File: src/rtl/kalman_gain_div.sv
// Kalman gain divider: K = floor(num * 2^FRAC_W / denom) in Q0.FRAC_W, restoring
// division one quotient bit per cycle, with saturation and divide-by-zero flags.
module kalman_gain_div #(
   parameter int DATA_W = 64,
   parameter int FRAC_W = 32
) (
   input  logic              clk,
   input  logic              rst,
   input  logic [DATA_W-1:0] S_AXIS_IN_num,
   input  logic [DATA_W-1:0] S_AXIS_IN_denom,
   input  logic              S_AXIS_IN_tvalid,
   output logic              S_AXIS_IN_tready,
   output logic [FRAC_W-1:0] M_AXIS_OUT_tdata,
   output logic              M_AXIS_OUT_tvalid,
   input  logic              M_AXIS_OUT_tready,
   output logic              sat,
   output logic              div_zero,
   output logic              busy
);

   typedef enum logic [1:0] {
      IDLE = 2'd0,
      CALC = 2'd1,
      DONE = 2'd2
   } state_t;

   localparam int              CNT_W    = $clog2(FRAC_W) + 1;
   localparam logic [CNT_W-1:0] CNT_LAST = CNT_W'(FRAC_W - 1);
   localparam logic [CNT_W-1:0] CNT_ONE  = CNT_W'(1);

   state_t              state_r;
   state_t              state_s;
   logic                accept_s;
   logic                deliver_s;
   logic                early_s;
   logic [DATA_W:0]     rem_r;
   logic [DATA_W:0]     rem_sh_s;
   logic [DATA_W:0]     rem_nx_s;
   logic                q_bit_s;
   logic [DATA_W-1:0]   den_r;
   logic [FRAC_W-1:0]   quo_r;
   logic [FRAC_W-1:0]   quo_nx_s;
   logic [CNT_W-1:0]    cnt_r;
   logic [FRAC_W-1:0]   tdata_r;
   logic                sat_r;
   logic                dz_r;
   logic                tready_r;
   logic                tvalid_r;
   logic                busy_r;

   assign accept_s  = S_AXIS_IN_tvalid & tready_r;
   assign deliver_s = tvalid_r & M_AXIS_OUT_tready;
   // Zero denominator or a ratio >= 1 resolves immediately without iterating.
   assign early_s   = (S_AXIS_IN_denom == {DATA_W{1'b0}}) ||
                      (S_AXIS_IN_num >= S_AXIS_IN_denom);

   // One restoring-division step; remainder stays < denom so DATA_W+1 bits never overflow.
   always_comb begin
      rem_sh_s = {rem_r[DATA_W-1:0], 1'b0};
      rem_nx_s = rem_sh_s;
      q_bit_s  = 1'b0;
      if (rem_sh_s >= {1'b0, den_r}) begin
         rem_nx_s = rem_sh_s - {1'b0, den_r};
         q_bit_s  = 1'b1;
      end else begin
         rem_nx_s = rem_sh_s;
         q_bit_s  = 1'b0;
      end
      quo_nx_s = {quo_r[FRAC_W-2:0], q_bit_s};
   end

   // Next-state logic.
   always_comb begin
      state_s = state_r;
      case (state_r)
         IDLE: begin
            if (accept_s) begin
               if (early_s) begin
                  state_s = DONE;
               end else begin
                  state_s = CALC;
               end
            end else begin
               state_s = IDLE;
            end
         end
         CALC: begin
            if (cnt_r == CNT_LAST) begin
               state_s = DONE;
            end else begin
               state_s = CALC;
            end
         end
         DONE: begin
            if (deliver_s) begin
               state_s = IDLE;
            end else begin
               state_s = DONE;
            end
         end
         default: state_s = IDLE;
      endcase
   end

   // State register.
   always_ff @(posedge clk) begin
      if (rst) begin
         state_r <= IDLE;
      end else begin
         state_r <= state_s;
      end
   end

   // Handshake/status outputs registered from the next state.
   always_ff @(posedge clk) begin
      if (rst) begin
         tready_r <= 1'b1;
         tvalid_r <= 1'b0;
         busy_r   <= 1'b0;
      end else begin
         tready_r <= (state_s == IDLE);
         tvalid_r <= (state_s == DONE);
         busy_r   <= (state_s != IDLE);
      end
   end

   // Operand capture, iteration and result/flag registers.
   always_ff @(posedge clk) begin
      if (rst) begin
         rem_r   <= {(DATA_W+1){1'b0}};
         den_r   <= {DATA_W{1'b0}};
         quo_r   <= {FRAC_W{1'b0}};
         cnt_r   <= {CNT_W{1'b0}};
         tdata_r <= {FRAC_W{1'b0}};
         sat_r   <= 1'b0;
         dz_r    <= 1'b0;
      end else begin
         case (state_r)
            IDLE: begin
               if (accept_s) begin
                  rem_r <= {1'b0, S_AXIS_IN_num};
                  den_r <= S_AXIS_IN_denom;
                  quo_r <= {FRAC_W{1'b0}};
                  cnt_r <= {CNT_W{1'b0}};
                  if (S_AXIS_IN_denom == {DATA_W{1'b0}}) begin
                     tdata_r <= {FRAC_W{1'b1}};
                     dz_r    <= 1'b1;
                     sat_r   <= 1'b0;
                  end else if (S_AXIS_IN_num >= S_AXIS_IN_denom) begin
                     tdata_r <= {FRAC_W{1'b1}};
                     dz_r    <= 1'b0;
                     sat_r   <= 1'b1;
                  end
               end
            end
            CALC: begin
               rem_r <= rem_nx_s;
               quo_r <= quo_nx_s;
               cnt_r <= cnt_r + CNT_ONE;
               if (cnt_r == CNT_LAST) begin
                  tdata_r <= quo_nx_s;
               end
            end
            DONE: begin
               if (deliver_s) begin
                  sat_r <= 1'b0;
                  dz_r  <= 1'b0;
               end
            end
            default: begin
               sat_r <= 1'b0;
               dz_r  <= 1'b0;
            end
         endcase
      end
   end

   assign S_AXIS_IN_tready  = tready_r;
   assign M_AXIS_OUT_tvalid = tvalid_r;
   assign M_AXIS_OUT_tdata  = tdata_r;
   assign sat               = sat_r;
   assign div_zero          = dz_r;
   assign busy              = busy_r;

endmodule

File: config.mk
export PLATFORM = sky130hd
export DESIGN_NAME = kalman_gain_div
export DESIGN_NICKNAME = d
export VERILOG_FILES = /design/src/rtl/kalman_gain_div.sv
export SDC_FILE = /design/constraint.sdc
export NUM_CORES = 1
export LEC_CHECK = 0
export CORE_ASPECT_RATIO = 0.8
export CORE_UTILIZATION = 55
export CTS_BUF_LIST = sky130_fd_sc_hd__clkbuf_8
export DETAILED_ROUTE_END_ITERATION = 10
export GPL_TIMING_DRIVEN = 0
export PLACE_DENSITY_LB_ADDON = 0.12
export SYNTH_ARGS = -nofsm -noshare
export SYNTH_HDL_FRONTEND = slang
export SYNTH_SLANG_ARGS = --single-unit
File: constraint.sdc
create_clock -name clk -period 6.06 [get_ports clk]
set_input_delay 1.212 -clock clk [delete_from_list [all_inputs] [get_ports clk]]
set_output_delay 1.212 -clock clk [all_outputs]
set_load 0.1 [all_outputs]
# Word-level counts from Yosys, hierarchy flattened
# Cells that the tools add are included.
classes:
  n_addsub: 2
  n_lt_le_gt_ge: 2
  n_eq_ne: 8
  n_mux: 27
  bitwise_logic: 3
  n_reduce_logical: 10
op_table:
  columns: ["op", "count"]
  rows:
  - ["32-bit two-way mux", 4]
  - ["64-bit two-way mux", 2]
  - ["64-bit case mux with 2 select lines", 1]
  - ["65-bit by 64-bit >= comparator with 1-bit output", 1]
  - ["64-bit >= comparator", 1]
  - ["64-bit logical NOT", 1]
  - ["32-bit case mux with 2 select lines", 1]
  - ["64-bit subtractor", 1]
  - ["31-bit case mux with 2 select lines", 1]
  - ["31-bit two-way mux", 1]
  - ["6-bit case mux with 2 select lines", 1]
  - ["1-bit two-way mux", 8]
  - ["2-bit two-way mux", 4]
  - ["4-bit AND reduction", 2]
  - ["6-bit by 1-bit adder with 6-bit output (second input constant)", 1]
  - ["6-bit by 5-bit equality test with 1-bit output (second input constant)", 1]
  - ["6-bit two-way mux", 1]
  - ["2-bit != test (second input constant)", 3]
  - ["1-bit case mux with 3 select lines", 2]
  - ["2-bit case mux with 3 select lines", 1]
  - ["2-bit equality test (second input constant)", 2]
  - ["2-bit logical NOT", 2]
  - ["2-bit AND reduction", 2]
  - ["2-bit nonzero test", 2]
  - ["other kinds (5)", 6]
word_totals:
  ff_bits: 204
  in_bits: 132
  out_inout_bits: 37
  elab_cells: 63

# Logic depth before layout (Yosys ltp)
# Gate-level depths: netlist (run 1).
logic_depth:
  word_depth: 6
  mapped_depth: 15
  ltp_nobuf: 12

# Worst setup path before layout (run 1)
# No wires, ideal clock.
synth_path:
  path_type: "input to register"
  from: "in S_AXIS_IN_denom[9]"
  to: "reg tdata_r[10] (netlist: M_AXIS_OUT_tdata[10])"
  setup_ns: 0.086
  arrival_ns: 3.373
  required_ns: 5.974
  path_slack_ns: 2.602
  path_stages: 12
  path_buffers: 2
  path_cell_list: "inv_1 > ha_1 > a21o_1 > a21o_1 > a221oi_1 > o221ai_1 > a22o_1 > o221ai_1 > o21ai_1 > buf_2 > buf_1 > a211oi_1"
synth_between:
  elab_chain_cells: 4
  word_cells_on_any_way: 7
  cone_classes: "order compare (1); eq/ne (1); mux (3); reduce/logical (2)"
synth_lines:
  columns: ["item", "line", "text"]
  rows:
  - ["start, declared", "10", "input logic [DATA_W-1:0] S_AXIS_IN_denom,"]
  - ["branches (longest 4 deep; another with 64-bit >= comparator)", null, null]
  - ["end signal, assigned", "134", "tdata_r <= {FRAC_W{1'b0}};"]
  - ["end signal, assigned", "146", "tdata_r <= {FRAC_W{1'b1}};"]
  - ["end signal, assigned", "150", "tdata_r <= {FRAC_W{1'b1}};"]
  - ["end, declared", "44", "logic [FRAC_W-1:0] tdata_r;"]
# Parallel ways; which one is timed is not known. The select of a mux whose other input is x is not followed.
# A chain may end at the register's enable or synchronous reset.

# Worst setup path in the final report (run 1)
layout_path:
  from: "in S_AXIS_IN_denom[19]"
  to: "reg tdata_r[21] (netlist: M_AXIS_OUT_tdata[21])"
# The elaborated chain is that of the path after synthesis.

==> results.py, run 1 <==
metrics = {
    "status": {
        "status": "finished, violations left",
        "failed_checks": "max-capacitance violations",
    },
    "logic_synthesis": {
        "seq_area_frac_synth": 0.284,
        "synth-async-reset-ratio": 0,
        "post_synth_inst_count": 1989,
        "synth-main-ff-cell": "dfxtp_1",
        "synth-edff-count": 0,
        "synth_fp_nets": 2251,
        "synth_area_um2": 14400,
        "yosysWarningCount": 0,
        "ys_seq_elements": 204,
        "post_synth_num_cell_types": 80,
        "average_instance_area_after_synthesis_um2": 7.22,
    },
    "placement": {
        "io_port_bufs": 168,
        "finalWeightedCongestion": 0.988,
        "dp_hpwl_mm": 41.7,
        "placement.setup.worst_slack_ps": 392,
    },
    "clock_network": {
        "cts_htree_levels": 2,
        "cts_tree": "built",
        "cts-buffers-inserted": 36,
        "max-clock-path-buffers": 3,
        "post_cts_resized": 0,
        "worst_skew_pair.late_latency_ps": 580,
        "holdBufCountCts": 0,
        "clock_sinks": 204,
        "ctsRootBufferMaster": "clkbuf_8",
        "cts.clk_slew.worst_paths_ps": 60,
        "postCtsSetupRepairBufs": 0,
    },
    "pwr": {
        "p_clk_frac": 0.197,
        "pwr-share-comb": 0.583,
        "internal_power_mw": 3.90,
        "net_switching_fraction_of_the_power": 0.488,
        "power_density_relative_to_cell_area_nw_per_um2": 440,
        "leakage_nw": 7.26,
        "power.share.sequential": 0.220,
        "power.switching_mw": 3.72,
        "peakVddDrop_v": 0.000214,
    },
    "route": {
        "remaining_drc_errors": 0,
        "finalWirelength_mm": 54.3,
        "num_vias": 15839,
        "detailedRoute.firstPassIterationCount": 6,
        "wire_per_inst_um": 21.1,
        "ant_nets": 0,
        "via_per_inst": 6.15,
        "drt_first_iter_violations": 1755,
    },
    "timing": {
        "grt_setup_unrepaired": "no",
        "timing.fmax_ghz": 0.182,
        "clock_skew_ps": 40.8,
        "timing.final.crit_period_ps": 5500,
        "layout_worst_path_cycle_share": 0.908,
        "report.final.slew_viol_count": 0,
        "timing_hold_violations_final": 0,
        "worst-slew-pin-transition_ps": 1460,
        "worst_slew_margin_rel": 0.0191,
        "fin_setup_tns_ps": 0,
        "setup_viol_count_final": 0,
        "setup_ws_ps": 556,
    },
    "finish": {
        "fin_nets": 2457,
        "area.sequential_um2": 4080,
        "area_growth_syn_to_layout_pct": 20.5,
        "fillers": 2255,
        "antenna_cells_inserted": 0,
        "area_taken_by_multi_input_logic_gates_um2": 9120,
        "post_route_cells_drive_above_1_share": 0.0567,
    },
    "setup_path": {
        "setup.reg_to_reg.worst_slack_ps": 2150,
        "worst_ep_arrival_time_ps": 5920,
        "cp_max_fo": 10,
        "critical-path-top-delay-family": "simple AND/OR/NAND/NOR gates",
        "cp_num_buf_inv": 3,
        "worst-endpoint-required_ps": 6470,
        "cp_cell_sequence": "clkdlybuf4s50_1, nor4_1, nand4_1, nor4_1, a211oi_1, o21ai_0, a21oi_1, o22a_1, o21ai_1, buf_2, buf_1, a211oi_1",
        "startpoint_kind_of_the_worst_setup_timing_path": "input port",
        "crit_end_element": "register",
        "slowest_stage": "nor4_1",
        "timing_worst_setup_path_type": "input port to register",
        "cp_slowest_stage_delay_ps": 1210,
    },
    "die": {
        "die_area_um2": 26800,
        "placementRows": 52,
        "initial_utilization": 0.563,
        "io-pin-count": 169,
        "chipWidth_um": 183,
        "floorplan.die.height_um": 147,
        "core_region_area_um2": 25500,
    },
    "global_route": {
        "grt_util_all_layers": 0.400,
        "grt_antenna_before_repair": 1,
        "wire_length_of_the_first_global_routing_pass_mm": 82.4,
        "globalRoute.totalOverflow": 0,
        "maximum_number_of_pins_on_one_net_before_global_route_repair": 12,
        "grt_pass1_vias": 14570,
    },
    "min_path": {
        "min_path_type": "register to register",
    },
    "flow_run": {
        "timing.max_cap.violations": 1,
    },
}
## through the flow
stage | area, µm² | total power, mW | hold slack, ps | utilization | std cells
after CTS | 17300 | 7.46 | 455 | 0.679 | 2574
after detailed placement | 16500 | 5.96 | 447 | 0.646 | 2508
after global routing | 17300 | 8.00 | 472 | 0.679 | 2574
final | 17300 | 7.63 | 454 | 0.679 | 2574
after global placement | 16500 | 5.93 | 443 | 0.646 | 2508
after floorplan | 14400 | 4.74 | 436 | - | 1989
## cells in the final DEF (no fill, tap or decap), types with 29 or more instances in the layout
cell type / count
o21ai_0: 41
nor4_1: 29
nor2_1: 132
inv_1: 159
ha_1: 129
clkdlybuf4s50_1: 168
buf_2: 29
a31oi_1: 62
xnor2_1: 34
clkbuf_1: 81
clkbuf_8: 44
nor3_1: 29
a21oi_1: 195
o311a_1: 36
dfxtp_1: 204
nand3_1: 105
nand2_1: 381
a21o_1: 52
nand4_1: 45
a211oi_1: 39
## cells in the mapped netlist (34+ instances only)
cell      count  area (µm²)
nand3_1     105         526
a21oi_1     195         976
dfxtp_1     204        4080
nand4_1      45         282
nand2_1     381        1430
clkbuf_1     81         304
nor2_1      132         495
o21ai_0      41         205
a211oi_1     39         293
o311a_1      36         360
inv_1       152         571
xnor2_1      34         298
a21o_1       52         390
a31oi_1      62         388
ha_1        129        1610
## final timing paths
| kind | startpoint | end | depth (start not counted) |
|---|---|---|---|
| max | S_AXIS_IN_denom[19] | M_AXIS_OUT_tdata[21] | 12 |
| min reg2reg | den_r[53] | den_r[53] | 2 |
| max reg2reg | rem_r[19] | rem_r[62] | 12 |
| min | den_r[53] | den_r[53] | 2 |
## routing by layer
metal / vias to the layer above / part of all wire / routed length, µm / track usage
met2: 947 / 0.40 / 21500 / 0.563
li1: 7445 / - / - / -
met3: 132 / 0.13 / 7180 / 0.131
met4: 2 / 0.038 / 2080 / 0.163
met5: - / 0.00020 / 11 / 0
met1: 7313 / 0.43 / 23500 / 0.555
## logic make-up (layout without fill, tap and decap cells)
| family | Yosys count | count (layout) | synth area share |
|---|---|---|---|
| AOI/OAI and AO/OA | 535 | 535 | 0.247 |
| and+or+nand+nor | 775 | 775 | 0.238 |
| DFF | 204 | 204 | 0.284 |
| adders and majority gates | 130 | 130 | 0.114 |
| xor gates and xnor gates | 54 | 54 | 0.0329 |
| buffers and inverters | 286 | 520 | 0.0808 |
| muxes | 5 | 5 | 0.00357 |
## flip-flops by register name (all words and copies together), names as in the netlist
register,count
cnt_r,6
state_r,2
div_zero,1
S_AXIS_IN_tready,1
busy,1
M_AXIS_OUT_tdata,32
den_r,64
sat,1
rem_r,64
M_AXIS_OUT_tvalid,1
quo_r,31
## final cells by class
class                      instances  area share
tap                              351      0.0254
timing repair buffer             168      0.0971
clock buffer                      44      0.0350
inverter                         152      0.0329
buffer                           134      0.0341
multi-input combinational       1499       0.527
sequential                       204       0.236
clock inverter                    22      0.0129
## tightest hold or removal path, delay by kind of cell (launching register included)
family	cells	cell delay, ps
AOI/OAI and AO/OA	1	50
DFF	1	310
and+or+nand+nor	1	50
## power by group through the flow
stage | Combinational [mW] | Clock (mW) | Sequential, mW
4_1_cts | 4.29 | 1.50 | 1.67
3_5_place_dp | 4.27 | 0 | 1.70
3_3_place_gp | 4.23 | 0 | 1.69
2_1_floorplan | 2.87 | 0 | 1.87
5_1_grt | 4.75 | 1.56 | 1.70
6_report | 4.45 | 1.50 | 1.68
Power figures use the tool's default switching activity.
==> inputs of run 2 (changes only) <==
--- a/config.mk
+++ b/config.mk
@@ -5,6 +5,7 @@
 export SDC_FILE = /design/constraint.sdc
 export NUM_CORES = 1
 export LEC_CHECK = 0
+export CAP_MARGIN = 20
 export CORE_ASPECT_RATIO = 0.8
 export CORE_UTILIZATION = 55
 export CTS_BUF_LIST = sky130_fd_sc_hd__clkbuf_8
==> run 2 against run 1 <==
The run now ends clean; sequential share of layout area up 0.080 points; clock skew grew 9.8 ps; highest routed layer unchanged; setup slack gained 320 ps; maximum frequency increased by 6.2%; global-route usage down 0.31 points; final cell count shrank 0.12%.
==> results.py, run 2 (same netlist as run 1, synthesis figures left out) <==
metrics = {
    "status": {
        "status": "completed",
    },
    "pwr": {
        "peakVddDrop_v": 0.000261,
        "internal_power_mw": 3.82,
        "power.switching_mw": 3.69,
        "leakage_nw": 7.24,
        "fin_total_pwr_mw": 7.51,
        "p_clk_frac": 0.184,
        "power_density_relative_to_cell_area_nw_per_um2": 435,
        "pwr-share-comb": 0.592,
        "net_switching_fraction_of_the_power": 0.491,
        "power.share.sequential": 0.224,
    },
    "clock_network": {
        "cts_htree_levels": 2,
        "cts-buffers-inserted": 37,
        "max-clock-path-buffers": 3,
        "postCtsSetupRepairBufs": 0,
        "clock_sinks": 204,
        "holdBufCountCts": 0,
        "ctsRootBufferMaster": "clkbuf_8",
        "worst_skew_pair.late_latency_ps": 590,
        "post_cts_resized": 0,
        "cts.clk_slew.worst_paths_ps": 70,
        "cts_tree": "built",
    },
    "route": {
        "num_vias": 15838,
        "ant_nets": 0,
        "wire_per_inst_um": 21.1,
        "remaining_drc_errors": 0,
        "detailedRoute.firstPassIterationCount": 6,
        "drt_first_iter_violations": 1762,
        "finalWirelength_mm": 54.2,
        "via_per_inst": 6.16,
    },
    "timing": {
        "grt_setup_unrepaired": "no",
        "timing.fmax_ghz": 0.193,
        "worst_slew_margin_rel": 0.163,
        "timing.final.crit_period_ps": 5180,
        "worst-slew-pin-transition_ps": 1240,
        "clock_skew_ps": 50.6,
        "fin_setup_tns_ps": 0,
        "report.final.slew_viol_count": 0,
        "setup_viol_count_final": 0,
        "layout_worst_path_cycle_share": 0.855,
        "timing_hold_violations_final": 0,
    },
    "setup_path": {
        "worst_setup_path_endpoint": "M_AXIS_OUT_tdata[21]",
        "setup.reg_to_reg.worst_slack_ps": 2280,
        "slowest_stage": "nor4_1",
        "worst-endpoint-required_ps": 6470,
        "r2r.worst_path.cells": 12,
        "startpoint_kind_of_the_worst_setup_timing_path": "input port",
        "worstSetupStartpoint": "S_AXIS_IN_denom[6]",
        "crit_end_element": "register",
        "timing_worst_setup_path_type": "input port to register",
        "r2r_end": "rem_r[62]",
        "cp_slowest_stage_delay_ps": 1100,
        "cp_cell_sequence": "clkdlybuf4s50_1, nor4_1, nand4_1, nor4_1, a211oi_1, o21ai_0, a21oi_1, o22a_1, o21ai_1, buf_2, buf_1, a211oi_1",
        "r2r_start": "rem_r[19]",
        "worst_ep_arrival_time_ps": 5590,
        "cp_max_fo": 10,
    },
    "global_route": {
        "globalRoute.totalOverflow": 0,
        "wire_length_of_the_first_global_routing_pass_mm": 81.7,
        "grt_antenna_before_repair": 1,
        "maximum_number_of_pins_on_one_net_before_global_route_repair": 12,
        "grt_pass1_vias": 14450,
        "grt_util_all_layers": 0.396,
    },
    "die": {
        "io-pin-count": 169,
        "placementRows": 52,
        "core_region_area_um2": 25500,
        "die_area_um2": 26800,
        "initial_utilization": 0.563,
        "floorplan.die.height_um": 147,
        "chipWidth_um": 183,
    },
    "finish": {
        "area_growth_syn_to_layout_pct": 20.1,
        "final_cell_mix": "nand2_1, dfxtp_1, a21oi_1",
        "final_common_cell": "nand2_1",
        "final_core_utilization": 0.677,
        "post_route_cells_drive_above_1_share": 0.0545,
        "antenna_cells_inserted": 0,
        "fin_nets": 2460,
        "post_layout_nonfiller_instances": 2571,
    },
    "placement": {
        "dp.cells": 2510,
        "dp_hpwl_mm": 41.6,
        "finalWeightedCongestion": 0.988,
        "io_port_bufs": 168,
    },
    "flow_run": {
        "timing.max_cap.violations": 0,
    },
    "min_path": {
        "min_path_type": "register to register",
    },
}
[run 2: cell types whose count changed in the layout (fill, tap and decap cells not counted)]
cell       previous run  this run
buf_2                29        31
clkinv_2              8         2
clkinv_8              0         1
clkbuf_8             44        45
inv_12                1         0
inv_1               159       161
bufinv_16             4         2
[run 2: through the flow]
step / area [µm²] / setup slack [ps] / hold slack, ps
2_1_floorplan: 14400 / 2600 / 436
3_3_place_gp: 16500 / 439 / 443
3_5_place_dp: 16500 / 790 / 446
4_1_cts: 17300 / 1340 / 444
5_1_grt: 17300 / 893 / 471
6_report: 17300 / 880 / 448
[run 2: layer usage]
metal	share of wire	up-vias	global-route usage	wire length, µm
li1	-	7436	-	-
met1	0.43	7302	0.551	23400
met2	0.39	969	0.553	21200
met5	0.00024	-	0	13
met4	0.041	2	0.161	2240
met3	0.14	129	0.137	7320
[run 2: worst min path at each step]
| stage | to | cells after the start | from |
|---|---|---|---|
| floorplan | den_r[10] | 2 | den_r[10] |
| global placement | den_r[40] | 2 | den_r[40] |
| detailed placement | den_r[49] | 2 | den_r[49] |
| CTS | quo_r[29] | 2 | quo_r[28] |
| global route | den_r[21] | 2 | den_r[21] |
| finish | quo_r[29] | 2 | quo_r[28] |
[run 2: power by group through the flow]
stage	combinational, mW	clock, mW	sequential, mW
after global placement	4.23	0	1.69
final	4.44	1.38	1.68
after CTS	4.29	1.39	1.67
after global routing	4.74	1.45	1.70
after detailed placement	4.27	0	1.70
after floorplan	2.87	0	1.87
[run 2: cell type report]
cell class | count | area (µm²)
Timing Repair Buffer | 170 | 1690
Inverter | 152 | 571
Fill cell | 2293 | 8250
Tap cell | 351 | 439
Multi-Input combinational cell | 1499 | 9120
Clock inverter | 16 | 140
Clock buffer | 45 | 619
Sequential cell | 204 | 4080
Buffer | 134 | 591
[run 2: critical path, delay by kind of cell]
family / cells / cell delay [ps]
and+or+nand+nor: 3 / 2210
AOI/OAI and AO/OA: 6 / 890
buffers and inverters: 3 / 1250
